$ cat src/rtl/perips_bus_arb.sv
// Round-robin arbiter for the shared peripheral/memory bus: three masters, one slave port,
// in-order responses routed back to the issuing master through an ID FIFO.
module perips_bus_arb #(
  parameter int ADDR_WIDTH = 32,
  parameter int DATA_WIDTH = 32,
  parameter int OST_DEPTH  = 4
) (
  input  logic                          clk_i,
  input  logic                          rst_n_i,
  input  logic [2:0]                    m_req_i,
  input  logic [2:0]                    m_we_i,
  input  logic [3*ADDR_WIDTH-1:0]       m_addr_i,
  input  logic [3*DATA_WIDTH-1:0]       m_wdata_i,
  input  logic [3*(DATA_WIDTH/8)-1:0]   m_wstrb_i,
  output logic [2:0]                    m_gnt_o,
  output logic [2:0]                    m_rvalid_o,
  output logic [DATA_WIDTH-1:0]         m_rdata_o,
  output logic                          slv_req_o,
  output logic                          slv_we_o,
  output logic [ADDR_WIDTH-1:0]         slv_addr_o,
  output logic [DATA_WIDTH-1:0]         slv_wdata_o,
  output logic [DATA_WIDTH/8-1:0]       slv_wstrb_o,
  input  logic                          slv_ready_i,
  input  logic                          slv_rvalid_i,
  input  logic [DATA_WIDTH-1:0]         slv_rdata_i,
  output logic [$clog2(OST_DEPTH):0]    ost_cnt_o,
  output logic                          err_o
);
  localparam int SW = DATA_WIDTH / 8;
  localparam int PW = $clog2(OST_DEPTH);
  localparam int CW = PW + 1;

  logic [1:0]    r_ptr;
  logic [1:0]    r_fifo [OST_DEPTH];
  logic [PW-1:0] r_wr_ptr;
  logic [PW-1:0] r_rd_ptr;
  logic [CW-1:0] r_cnt;
  logic          r_err;

  logic          w_can_issue;
  logic          w_accept;
  logic          w_pop;
  logic          w_spurious;
  logic [1:0]    w_sel;
  logic [1:0]    w_head;
  logic [1:0]    w_next_ptr;

  function automatic logic [1:0] rr_idx(input logic [1:0] p, input int k);
    int s;
    s = int'(p) + k;
    if (s >= 3) s = s - 3;
    return 2'(s);
  endfunction

  // Scan ptr+2 down to ptr so the earliest requester in round-robin order wins.
  always_comb begin
    w_sel = r_ptr;
    for (int k = 2; k >= 0; k--) begin
      if (m_req_i[rr_idx(r_ptr, k)]) w_sel = rr_idx(r_ptr, k);
    end
  end

  // No push/pop bypass: a full FIFO blocks issue even if a response pops this cycle.
  assign w_can_issue = (r_cnt < CW'(OST_DEPTH));
  assign slv_req_o   = rst_n_i & w_can_issue & (|m_req_i);
  assign w_accept    = slv_req_o & slv_ready_i;
  assign w_head      = r_fifo[r_rd_ptr];
  assign w_pop       = rst_n_i & slv_rvalid_i & (r_cnt != '0);
  assign w_spurious  = slv_rvalid_i & (r_cnt == '0);
  assign w_next_ptr  = (w_sel == 2'd2) ? 2'd0 : w_sel + 2'd1;

  always_comb begin
    slv_we_o    = 1'b0;
    slv_addr_o  = '0;
    slv_wdata_o = '0;
    slv_wstrb_o = '0;
    m_gnt_o     = '0;
    if (slv_req_o) begin
      slv_we_o       = m_we_i[w_sel];
      slv_addr_o     = m_addr_i[w_sel*ADDR_WIDTH +: ADDR_WIDTH];
      slv_wdata_o    = m_wdata_i[w_sel*DATA_WIDTH +: DATA_WIDTH];
      slv_wstrb_o    = m_wstrb_i[w_sel*SW +: SW];
      m_gnt_o[w_sel] = slv_ready_i;
    end
  end

  assign m_rvalid_o = w_pop ? (3'b001 << w_head) : 3'b000;
  assign m_rdata_o  = w_pop ? slv_rdata_i : '0;
  assign ost_cnt_o  = r_cnt;
  assign err_o      = r_err;

  always_ff @(posedge clk_i) begin
    if (!rst_n_i) begin
      r_ptr    <= 2'd0;
      r_wr_ptr <= '0;
      r_rd_ptr <= '0;
      r_cnt    <= '0;
      r_err    <= 1'b0;
    end else begin
      if (w_accept) begin
        r_wr_ptr <= r_wr_ptr + 1'b1;
        r_ptr    <= w_next_ptr;
      end
      if (w_pop) r_rd_ptr <= r_rd_ptr + 1'b1;
      case ({w_accept, w_pop})
        2'b10:   r_cnt <= r_cnt + 1'b1;
        2'b01:   r_cnt <= r_cnt - 1'b1;
        default: r_cnt <= r_cnt;
      endcase
      if (w_spurious) r_err <= 1'b1;
    end
  end

  // ID storage needs no reset; only the pointers and count define validity.
  always_ff @(posedge clk_i) begin
    if (w_accept) r_fifo[r_wr_ptr] <= w_sel;
  end

endmodule

$ cat config.mk
export PLATFORM = sky130hd
export DESIGN_NAME = perips_bus_arb
export DESIGN_NICKNAME = d
export VERILOG_FILES = /design/src/rtl/perips_bus_arb.sv
export SDC_FILE = /design/constraint.sdc
export NUM_CORES = 1
export LEC_CHECK = 0
export CAP_MARGIN = 20
export CORE_AREA = 2 2 140 142
export DETAILED_ROUTE_END_ITERATION = 6
export DIE_AREA = 0 0 142 144
export SYNTH_ARGS = -nofsm -noshare
export SYNTH_HDL_FRONTEND = slang
export SYNTH_SLANG_ARGS = --single-unit
$ cat constraint.sdc
create_clock -name clk_i -period 5.4 [get_ports clk_i]
set_clock_uncertainty 0.1 [all_clocks]
set_input_delay 0.81 -clock clk_i [delete_from_list [all_inputs] [get_ports clk_i]]
set_output_delay 0.81 -clock clk_i [all_outputs]
set_load 0.01 [all_outputs]
==> out/results.tsv, run 1 <==
stage	metric	value	unit
run_status	status	finished clean	
setup_path	Worst setup EP type	primary output	
timing	max_slew headroom	69.29	%
final_layout	P&R area growth vs syn	134.4	%
synthesis	post-synth top area cell	mux2i_1	
clock_network	Num Clock Sinks	20	
floorplanning	die height	144	µm
synthesis	synth top area cells	mux2i_1 26%, o2bb2ai_1 21%, dfxtp_1 8.3%	
grt	largest net degree at the start of global routing	54	
clock_network	hold_buf cts	0	
setup_path	CP delay by family, top	buffers and inverters	
placement	Cell Area, Placed	6671	µm²
synthesis	Synth Register Bits	20	
timing	pins over their slew limit	0	
placement	HPWL Detailed	13410	µm
final_layout	fillers	1952	
floorplanning	row count	51	
synthesis	top cells by count, synth	74 x mux2i_1, 69 x o2bb2ai_1, 38 x and2_1	
synthesis	most common cell in the synthesized netlist	mux2i_1	
floorplanning	io pins	358	
synthesis	Seq/Total Area, Yosys	16.65	%
setup_path	critical path required time	4.49	ns
grt	GR Layer Usage met2	27.89	%
timing	Hold Slack	0.4033	ns
detailed_routing	initial drt markers	61	
clock_network	CTS tree	done	
clock_network	CTS resizes	0	
floorplanning	Initial Util	15.12	%
synthesis	Syn Inst Count	315	
final_layout	share of cells above drive strength 1	3.811	%
detailed_routing	Initial DRT Pass Iterations	4	
detailed_routing	Avg WL per Cell	17.18	µm
final_layout	Post-Layout Inst Area	6763	µm²
setup_path	Setup CP Type	primary input to primary output	
placement	Port Buf Inserts	357	
grt	vias in the first global route	3733	
timing	RSZ-0062 raised after global routing	false	
setup_path	Critical Path Start Type	primary input	
clock_network	CTS Buf Count	3	
floorplanning	Die W	142	µm
pwr	peak supply drop	0.0001011	V
timing	period utilization	84.10	%
final_layout	Register Area	480.5	µm²
floorplanning	die area	20450	µm²
timing	Max Fclk	0.2202	GHz
timing	setup tns final	0	ns
synthesis	Avg Inst Size Synth	9.160	µm²
pwr	P_leak	0.002625	µW
grt	first-pass GRT wire length	22000	µm
setup_path	slowest stage delay, CP	0.59	ns
synthesis	Top FF cell, synth	dfxtp_1	
final_layout	multi-input logic area	2173	µm²
timing	worst-margin pin slew	0.4565	ns
synthesis	post-synth cell types	41	
clock_network	Root Driver	clkbuf_16	
setup_path	WP data arrival	3.63	ns
detailed_routing	Via density	4.181	
clock_network	H-tree depth	1	
clock_network	Clock transition at path regs	0.05	ns
clock_network	Setup Fix Bufs, Post-CTS	0	
timing	Final Hold Fails	0	
synthesis	mapped cell area	2885	µm²
timing	post-layout min period	4.541	ns
grt	GRT busiest layer	met2	
pwr	pwr/cell area	148.2	nW/µm²
setup_path	crit-path max FO	24	
final_layout	nets@finish	912	
placement	gp weighted congestion	0.8346	
synthesis	EDFF count, synth	8	
worst_hold_path	worst hold path type	register to register	
synthesis	Syn. warnings	0	
grt	Total GRT Usage	14.14	%
detailed_routing	detailed-route via count	3742	
timing	final setup vio count	0	
detailed_routing	# DRC	0	
grt	M1 GR Usage	14.60	%
synthesis	top cell type's share of synthesized area	25.67	%
setup_path	Buf/Inv on CP	3	
grt	Overflow after GRT	0	
detailed_routing	post-route ant nets	0	
synthesis	Post-Syn Nets	570	
grt	GR Util met3	4.371	%
detailed_routing	total wire length	15380	µm
flow_run	maxcap violations	0	
clock_network	Clk Latency, worst-skew pair	0.25	ns
floorplanning	core area	19080	µm²
synthesis	ys async rst share	0	%
setup_path	worst-path cell chain	clkdlybuf4s50_1 -> mux2i_1 -> nor2_1 -> o221a_2 -> a21o_4 -> buf_4 -> mux2i_1 -> o2bb2ai_1 -> clkdlybuf4s50_1	
grt	initial antenna violation count	1	
clock_network	worst-case clock buffer depth	2	
setup_path	slowest CP cell	clkdlybuf4s50_1	
-- area by class of cell --
type	count	area share, %
diodes	1	0.03700
clock buffers	4	1.314
inverters	9	0.4995
multi-input cells	256	32.14
flip-flops and latches	20	7.105
well taps	238	4.403
repair buffers	367	54.51
-- sequential cells by signal, indices dropped and copies added, names as in the netlist, named ones only --
register / count
r_rd_ptr: 2
r_fifo: 8
r_wr_ptr: 2
err_o: 1
ost_cnt_o: 3
r_ptr: 2
-- per-stage QoR --
| stage | total power, µW | instances | worst slack [ns] | util (%) |
|---|---|---|---|---|
| after floorplan | 459.8 | 315 | 2.338 | - |
| after global placement | 851.9 | 890 | 0.8639 | 34.97 |
| after detailed placement | 851.5 | 890 | 0.8627 | 34.97 |
| after CTS | 1017 | 894 | 0.8493 | 35.43 |
| after global routing | 1063 | 894 | 0.6423 | 35.43 |
| final | 1002 | 895 | 0.8586 | 35.44 |
-- kinds of logic after synthesis --
group	Yosys count	synth area share [%]
muxes	76	27.23
and+or+nand+nor	78	15.74
adders and majority gates	9	4.163
buffers and inverters	39	8.543
DFF	20	16.65
xor gates and xnor gates	5	1.518
AOI/OAI and AO/OA	88	26.15
-- metal layers --
layer  up-vias  routed length, µm
met5         -                 34
met4         4                215
met3        16               1401
met2       210               8128
met1      1645               5596
li1       1867                  -
-- report_power, final --
| group | internal [µW] | switching (µW) |
|---|---|---|
| Combinational | 402 | 263 |
| Sequential | 167 | 6.83 |
| Clock | 113 | 50.1 |
| Total | 682 | 320 |
-- layout by cell type, fill, tap and decap left out, types with 2 or more instances in the layout --
cell type        instances
a21oi_1                  2
a22oi_1                  3
and2_1                  38
and3_1                   4
buf_12                   3
buf_4                    7
clkbuf_16                3
clkdlybuf4s50_1        357
dfxtp_1                 12
edfxtp_1                 8
ha_1                     8
inv_1                    9
mux2i_1                 74
mux4_2                   2
nand2_1                 11
nor2_1                   6
nor2b_1                  8
nor3_1                   2
o21ai_0                  3
o21ai_1                  3
o2bb2ai_1               69
xnor2_1                  3
xor2_1                   2
-- path summary, 6_finish.rpt --
kind                              startpoint             end  slack [ns]  depth (start not counted)
worst max-delay path              m_req_i[1]  slv_addr_o[13]        0.86                          9
worst min-delay path                   err_o           err_o        0.40                          2
worst max register to register  ost_cnt_o[2]    ost_cnt_o[2]        3.03                          9
worst min register to register         err_o           err_o        0.40                          2
-- worst min-delay path, stage by stage (launching register included) --
cell and delay [ns]:
dfxtp_1 0.33, a21oi_1 0.04, nor2b_1 0.09
Note: power is estimated with default switching activity, not from simulation.
==> run 2, diff against run 1 <==
==> constraint.sdc (replaced) <==
create_clock -name clk_i -period 4.4 [get_ports clk_i]
set_clock_uncertainty 0.1 [all_clocks]
set_input_delay 0.66 -clock clk_i [delete_from_list [all_inputs] [get_ports clk_i]]
set_output_delay 0.66 -clock clk_i [all_outputs]
set_load 0.01 [all_outputs]
==> run 2 against run 1 <==
- power rose by 29%
- worst hold slack got worse by 0.0032 ns
- via count grew 0.99%
- final area increased by 1.2%
- critical path type unchanged
- critical endpoint is now slv_addr_o[25]
- first-iteration DRC count up 34%
- core utilization is 0.43 points higher
- register-to-register slack worse by 1.0 ns
- clock-buffer cell count fell by 1
==> out/results.tsv, run 2 (synthesis gave the netlist of run 1 again) <==
stage	metric	value	unit	change
pwr	Comb pwr share	64.4	%	-2.0 points
detailed_routing	M1 WL	5602	µm	+0.11%
clock_network	H-tree depth	1		unchanged
clock_network	Root Driver	clkbuf_16		
pwr	P_leak	0.002658	µW	+1.3%
timing	Final Hold Fails	0		unchanged
final_layout	nets@finish	915		+0.33%
detailed_routing	Via density	4.213		+0.76%
timing	RSZ-0062 raised after global routing	false		
clock_network	hold_buf cts	0		unchanged
floorplanning	Die W	142	µm	unchanged
setup_path	crit path launch	m_req_i[1]		
placement	dpl ws	0.2052	ns	-0.6576 ns
setup_path	worst reg2reg startpoint	r_ptr[0]		
setup_path	crit-path max FO	39		+63%
final_layout	commonest non-fill, non-tap cell in the layout	clkdlybuf4s50_1		
timing	pins over their slew limit	0		unchanged
final_layout	P&R area growth vs syn	137.3	%	
setup_path	reg-to-reg slack, setup	2.01	ns	-1.02 ns
timing	post-layout min period	4.115	ns	
final_layout	fillers	1961		+0.46%
detailed_routing	met2 WL post-DR	8017	µm	-1.4%
grt	Overflow after GRT	0		unchanged
detailed_routing	initial drt markers	82		+34%
pwr	Sw Ratio	31.20	%	-0.74 points
timing	final setup vio count	0		unchanged
final_layout	Diodes inserted	0		-1
detailed_routing	highest routed layer	met4		
worst_hold_path	worst hold path type	register to register		
setup_path	Worst R2R Path Depth	8		-1
pwr	internal power	888.8	µW	+30%
pwr	Power Total	1292	µW	+29%
grt	largest net degree at the start of global routing	41		-24%
grt	vias in the first global route	3820		+2.3%
pwr	pwr/cell area	188.7	nW/µm²	+27%
clock_network	worst-case clock buffer depth	2		unchanged
timing	period utilization	93.53	%	
detailed_routing	# DRC	0		unchanged
setup_path	critical path required time	3.64	ns	-0.85 ns
final_layout	commonest non-fill, non-tap cells in the layout	357 x clkdlybuf4s50_1, 74 x mux2i_1, 69 x o2bb2ai_1		
clock_network	CTS Buf Count	3		unchanged
setup_path	Setup CP Type	primary input to primary output		
clock_network	CTS tree	done		
placement	Port Buf Inserts	357		unchanged
clock_network	Num Clock Sinks	20		unchanged
setup_path	crit path capture	slv_addr_o[25]		
detailed_routing	Initial DRT Pass Iterations	4		unchanged
detailed_routing	routed wl met3	1389	µm	-0.86%
pwr	Net Switching	403.0	µW	+26%
floorplanning	row count	51		unchanged
pwr	clock group share of total power	19.1	%	+2.9 points
floorplanning	core area	19080	µm²	unchanged
flow_run	maxcap violations	0		unchanged
floorplanning	io pins	358		unchanged
clock_network	Clk Latency, worst-skew pair	0.25	ns	about the same
pwr	Sequential Power Share	16.5	%	-0.8 points
floorplanning	die height	144	µm	unchanged
setup_path	Critical Path Start Type	primary input		
detailed_routing	Avg WL per Cell	16.97	µm	-1.2%
clock_network	Clock transition at path regs	0.05	ns	about the same
timing	Max Fclk	0.2430	GHz	
setup_path	Worst setup EP type	primary output		
placement	gp weighted congestion	0.8906		+6.7%
setup_path	reg2reg end	r_ptr[0]		
floorplanning	Initial Util	15.12	%	unchanged
timing	setup tns final	0	ns	unchanged
pwr	peak supply drop	0.00009017	V	-11%
timing	worst-margin pin slew	0.4784	ns	+0.02194 ns
placement	HPWL Detailed	13220	µm	-1.4%
setup_path	WP data arrival	3.36	ns	-0.27 ns
detailed_routing	total wire length	15230	µm	-0.97%
final_layout	share of cells above drive strength 1	4.249	%	+0.44 points
timing	fin worst setup slack	0.2848	ns	-0.5738 ns
grt	first-pass GRT wire length	21690	µm	-1.4%
final_layout	max FFs per register	8		unchanged
grt	initial antenna violation count	0		-1
floorplanning	die area	20450	µm²	unchanged
final_layout	Most flops, register	r_fifo		
clock_network	CTS resizes	0		unchanged
timing	max_slew headroom	67.81	%	-1.5 points
detailed_routing	post-route ant nets	0		unchanged
grt	Total GRT Usage	13.82	%	-0.32 points
run_status	status	finished clean		
detailed_routing	detailed-route via count	3779		+0.99%
clock_network	Setup Fix Bufs, Post-CTS	0		unchanged
## run 2: cell count changes in the layout (fill, tap and decap cells not counted), sizes merged
cell	before	now
bufinv	0	1
diode	1	0
clkbuf	4	3
buf	10	13
## run 2: final cells by class
| class | instances | area [µm²] | area share (%) |
|---|---|---|---|
| Sequential cell | 20 | 480.5 | 7.019 |
| Clock buffer | 3 | 75.07 | 1.097 |
| Multi-Input combinational cell | 256 | 2182 | 31.88 |
| Tap cell | 238 | 297.8 | 4.350 |
| Clock inverter | 1 | 30.03 | 0.4387 |
| Inverter | 9 | 33.78 | 0.4935 |
| Timing Repair Buffer | 370 | 3746 | 54.72 |
## run 2: power by group through the flow
stage / combinational [µW] / clock, µW / sequential [µW]
final: 832 / 247 / 213
after global routing: 890 / 257 / 215
after CTS: 845 / 253 / 213
after detailed placement: 843 / 0 / 217
after global placement: 840 / 0 / 217
after floorplan: 347 / 0 / 217
## run 2: through the flow
step           instance area [µm²]  std cells  hold slack (ns)  util [%]
6_report                      6845        897           0.4000     35.88
5_1_grt                       6845        897           0.4486     35.88
4_1_cts                       6837        897           0.4070     35.83
3_5_place_dp                  6731        893           0.3920     35.28
3_3_place_gp                  6731        893           0.3709     35.28
2_1_floorplan                 2885        315           0.4245         -
## run 2: worst min path at each step
| stage | cells past startpoint | endpoint | start | slack, ns |
|---|---|---|---|---|
| 2_1_floorplan | 2 | err_o | err_o | 0.42 |
| 3_3_place_gp | 2 | err_o | err_o | 0.37 |
| 3_5_place_dp | 2 | err_o | err_o | 0.39 |
| 4_1_cts | 2 | err_o | err_o | 0.41 |
| 5_1_grt | 2 | err_o | err_o | 0.45 |
| 6_report | 2 | err_o | err_o | 0.40 |
## run 2: worst max-delay path: stages
cell and delay (ns):
clkdlybuf4s50_1 0.59, mux2i_1 0.14, o32ai_1 0.39, a31oi_4 0.11, nand2b_2 0.26, buf_12 0.20
o2bb2ai_1 0.33, clkdlybuf4s50_1 0.63
## run 2: routing by layer
layer  up-vias  GRT usage (%)
li1       1884              -
met1      1664          14.50
met2       218          27.15
met3        13          3.841
met4         0          3.158
met5         -              0
==> run 3, diff against run 2 <==
--- a/config.mk
+++ b/config.mk
@@ -12,3 +12,4 @@
 export SYNTH_ARGS = -nofsm -noshare
 export SYNTH_HDL_FRONTEND = slang
 export SYNTH_SLANG_ARGS = --single-unit
+export TNS_END_PERCENT = 1
==> results of run 3 <==
No change in the layout: final DEF, timing and power equal those of run 2.
